==> src/rtl/instr_mem_ctrl.sv <==
// instr_mem_ctrl: boot-loads an instruction memory, then round-robins its single port between fetch and loader
//   clk, rst        clock, asynchronous active-low reset
//   f_valid/f_addr  fetch request (byte address), f_ready accept
//   r_valid/r_data  fetch response one cycle after accept, r_err flags misaligned/out-of-range fetches
//   l_valid/l_addr  loader word write with l_data, l_ready accept, l_done ends the boot image
//   core_rst_n      CPU hold, released from the first RUN cycle
//   load_count      accepted loader writes since reset, saturating at 2^ADDR_W
//   mem_*           single-port memory: en/we/addr/wdata out, rdata valid one cycle after a read
module instr_mem_ctrl #(
   parameter int ADDR_W = 10,
   parameter int DATA_W = 32
) (
   input  logic              clk,
   input  logic              rst,
   input  logic              f_valid,
   input  logic [31:0]       f_addr,
   output logic              f_ready,
   output logic              r_valid,
   output logic [DATA_W-1:0] r_data,
   output logic              r_err,
   input  logic              l_valid,
   input  logic [ADDR_W-1:0] l_addr,
   input  logic [DATA_W-1:0] l_data,
   output logic              l_ready,
   input  logic              l_done,
   output logic              core_rst_n,
   output logic [ADDR_W:0]   load_count,
   output logic              mem_en,
   output logic              mem_we,
   output logic [ADDR_W-1:0] mem_addr,
   output logic [DATA_W-1:0] mem_wdata,
   input  logic [DATA_W-1:0] mem_rdata
);
   typedef enum logic {BOOT, RUN} state_t;
   localparam logic [ADDR_W:0] CNT_MAX = {1'b1, {ADDR_W{1'b0}}};
   state_t state;
   logic last_fetch;
   logic f_bad, f_acc, l_acc;
   // misaligned, or a byte address beyond the memory's depth
   assign f_bad = (|f_addr[1:0]) || ((f_addr >> (ADDR_W + 2)) != 32'd0);
   // each ready looks only at the other side's valid, never at its ready
   assign f_ready = rst && state == RUN && (!l_valid || !last_fetch);
   assign l_ready = rst && (state == BOOT || !f_valid || last_fetch);
   assign f_acc = f_valid && f_ready;
   assign l_acc = l_valid && l_ready;
   assign mem_en = l_acc || (f_acc && !f_bad);
   assign mem_we = l_acc;
   assign mem_addr = l_acc ? l_addr : f_addr[ADDR_W+1:2];
   assign mem_wdata = l_data;
   assign r_data = (r_valid && !r_err) ? mem_rdata : '0;
   always_ff @(posedge clk or negedge rst) begin
      if (!rst) begin
         state <= BOOT;
         core_rst_n <= 1'b0;
         last_fetch <= 1'b0;
         r_valid <= 1'b0;
         r_err <= 1'b0;
         load_count <= '0;
      end else begin
         if (state == BOOT && l_done) begin
            state <= RUN;
            core_rst_n <= 1'b1;
         end
         if (state == RUN && (f_acc || l_acc)) last_fetch <= f_acc;
         r_valid <= f_acc;
         r_err <= f_acc && f_bad;
         if (l_acc && load_count != CNT_MAX) load_count <= load_count + (ADDR_W+1)'(1);
      end
   end
endmodule

==> config.mk <==
export PLATFORM = sky130hd
export DESIGN_NAME = instr_mem_ctrl
export DESIGN_NICKNAME = d
export VERILOG_FILES = /design/src/rtl/instr_mem_ctrl.sv
export SDC_FILE = /design/constraint.sdc
export NUM_CORES = 1
export LEC_CHECK = 0
export CAP_MARGIN = 30
export CORE_MARGIN = 2
export CORE_UTILIZATION = 24
export CTS_CLUSTER_SIZE = 10
export DETAILED_ROUTE_END_ITERATION = 12
export PLACE_DENSITY = 0.93
export SKIP_CTS_REPAIR_TIMING = 1
export SLEW_MARGIN = 30
export SYNTH_ARGS = -nofsm -noshare
export SYNTH_HDL_FRONTEND = slang
export SYNTH_SLANG_ARGS = --single-unit
==> constraint.sdc <==
create_clock -name clk -period 2.1 [get_ports clk]
set_input_delay 0.525 -clock clk [delete_from_list [all_inputs] [get_ports clk]]
set_output_delay 0.525 -clock clk [all_outputs]
set_load 0.01 [all_outputs]
==> results.cfg <==
[timing]
worstMarginPinSlew_ns = 0.411
setup_violations = 1
timing.fmax_mhz = 450
rsz0062_at_grt = true
whs_ns = 0.370
worst_slack_ns = -0.124
clock-skew-final_ns = 0.00410
finalCritPeriodShare_pct = 106
hold_viol_final = 0
min_period_ns = 2.22
tns_ns = -0.124
max-slew-margin-rel_pct = 72.5
report.final.slew_viol_count = 0

[layout]
drive_above_1_share_pct = 21.2
area_delta_synth_final_pct = 115
fin_util_pct = 53.6
most-common-layout-cells = clkdlybuf4s50_1, dlymetal6s2s_1, and2_1
antenna_cells = 0
finalNonFillerCells = 341
nets = 383
num-fill-cells = 503
final_area_mm2 = 0.00297
final_common_cell = clkdlybuf4s50_1

[global_route]
grt_pass1_wl_um = 7910
grt.busiest_layer = met2
grt_pass1_vias = 1564
grtUsageTotal_pct = 16.0
grt_util_met2_pct = 29.7
antenna_found_initial = 0
grt-ovfl-total = 0
use_met3_pct = 3.73
grt_max_degree = 33
use_met1_pct = 17.5

[die]
die_h_um = 79.8
initial_utilization_pct = 24.9
pin_count = 203
coreArea_mm2 = 0.00554
rows = 27
design.die.area_mm2 = 0.00637
die_w_um = 79.8

[cts]
clkSlewWorstSetupHoldPaths_ns = 0.06
tritoncts = built
cts_root_buffer = clkbuf_8
htree_levels = 1
clock_sinks = 15
cts-buffers-inserted = 3
insertion_delay_ns = 0.25
clockBufferDepth = 2

[place]
dp_hpwl_um = 4570
dp_cells = 333
pre_cts_ws_ns = -0.849
portBuffers = 138
place_area_mm2 = 0.00269
gp_congestion = 0.778

[detailed_routing]
drc = 0
drt_iter0_markers = 23
vias = 1497
routed_wl_um = 5730
drt_pre_antenna_iters = 4
via_per_inst = 4.39
antenna_left = 0
wl_per_cell_um = 16.8

[critical_path]
critPathArrivalTime_ns = 1.70
cp.required_ns = 1.57
crit_path_max_fanout = 2
cp-end-kind = output port
startpoint_type = input pin
worstSetupPathType = in2out

[yosys]
yosys-top-cells-area = dfrtp_1, buf_4, and2_1
synth-seq-cells = 15
netlist_area_mm2 = 0.00138
synthesis.nets = 261
syn-instance-count = 148
synth_top_cell_by_area = dfrtp_1
syn_area_per_cell_um2 = 9.32
yosysWarnings = 0
seq_area_frac_synth_pct = 27.2
ys_types = 27
synth_top_area_share_pct = 27.2

[power]
power_density_mw_per_mm2 = 449
finalPower_mw = 1.33
power.leakage_nw = 1.93
max-vdd-ir-drop_mv = 0.582

[run]
max_cap_viol_count = 0

[status]
status = finished with violations
violations = setup timing

[min_path]
hold_class = in2async
-- worst paths after layout --
path	start	endpoint	depth (start not counted)	slack (ns)
setup / recovery	f_addr[15]	mem_en	6	-0.12
hold / removal	rst	state$_DFFE_PN0P_	3	0.37
setup reg to reg	load_count[2]$_DFFE_PN0P_	load_count[1]$_DFFE_PN0P_	4	0.51
hold reg to reg	load_count[10]$_DFFE_PN0P_	load_count[10]$_DFFE_PN0P_	1	0.50
max in group asynchronous	rst	load_count[5]$_DFFE_PN0P_	3	1.59
min in group clk	load_count[10]$_DFFE_PN0P_	load_count[10]$_DFFE_PN0P_	1	0.50
-- sequential cells by signal, summed over array words and instances, names as in the netlist --
signal / flops
last_fetch: 1
load_count: 11
r_err: 1
r_valid: 1
state: 1
-- where the power goes --
group | internal (mW) | switching, mW
Sequential | 0.345 | 0.0772
Combinational | 0.429 | 0.251
Clock | 0.134 | 0.0966
-- worst max-delay path, cell delays in order --
cell and delay (ns):
dlymetal6s2s_1 0.13, nor4_1 0.30, nand4_1 0.20, nor4_4 0.28, a21o_1 0.14, buf_2 0.12
-- kinds of logic after synthesis --
group | share of synthesized area, %
mux | 10.1
xor+xnor | 6.35
simple gates | 32.5
compound gates | 1.45
flops | 27.2
buf+inv | 20.7
fa+ha+maj | 1.81
-- Yosys cell counts --
master     n
inv_1      3
nor4_1     5
nand3_1    4
and3_1     1
clkbuf_1   3
nand3b_1   1
nand2_1    6
nand4b_1   1
or2_2      1
nor2_1     1
nor2b_4    1
a21oi_1    1
dfrtp_1   15
mux2_4     4
ha_1       2
buf_4     32
a21o_1     2
and2_1    35
nor4_4     1
xnor2_1   10
nor4b_4    1
nand4_1    5
nor2b_1    2
nor4b_1    1
or4_4      1
mux2_2     7
buf_6      2
-- layout make-up --
cell class	instances	area (um2)	area share, %
multi-input cells	93	774	26.1
well taps	72	90.1	3.04
clock buffers	4	45.0	1.52
inverters	3	11.3	0.379
repair buffers	154	1670	56.3
flip-flops and latches	15	375	12.6
-- layer usage --
metal | part of all wire, % | vias to the layer above
met4 | 2.7 | 0
li1 | - | 698
met1 | 34 | 702
met2 | 56 | 73
met3 | 7.7 | 24
met5 | 0 | -
Power figures use the tool's default switching activity.
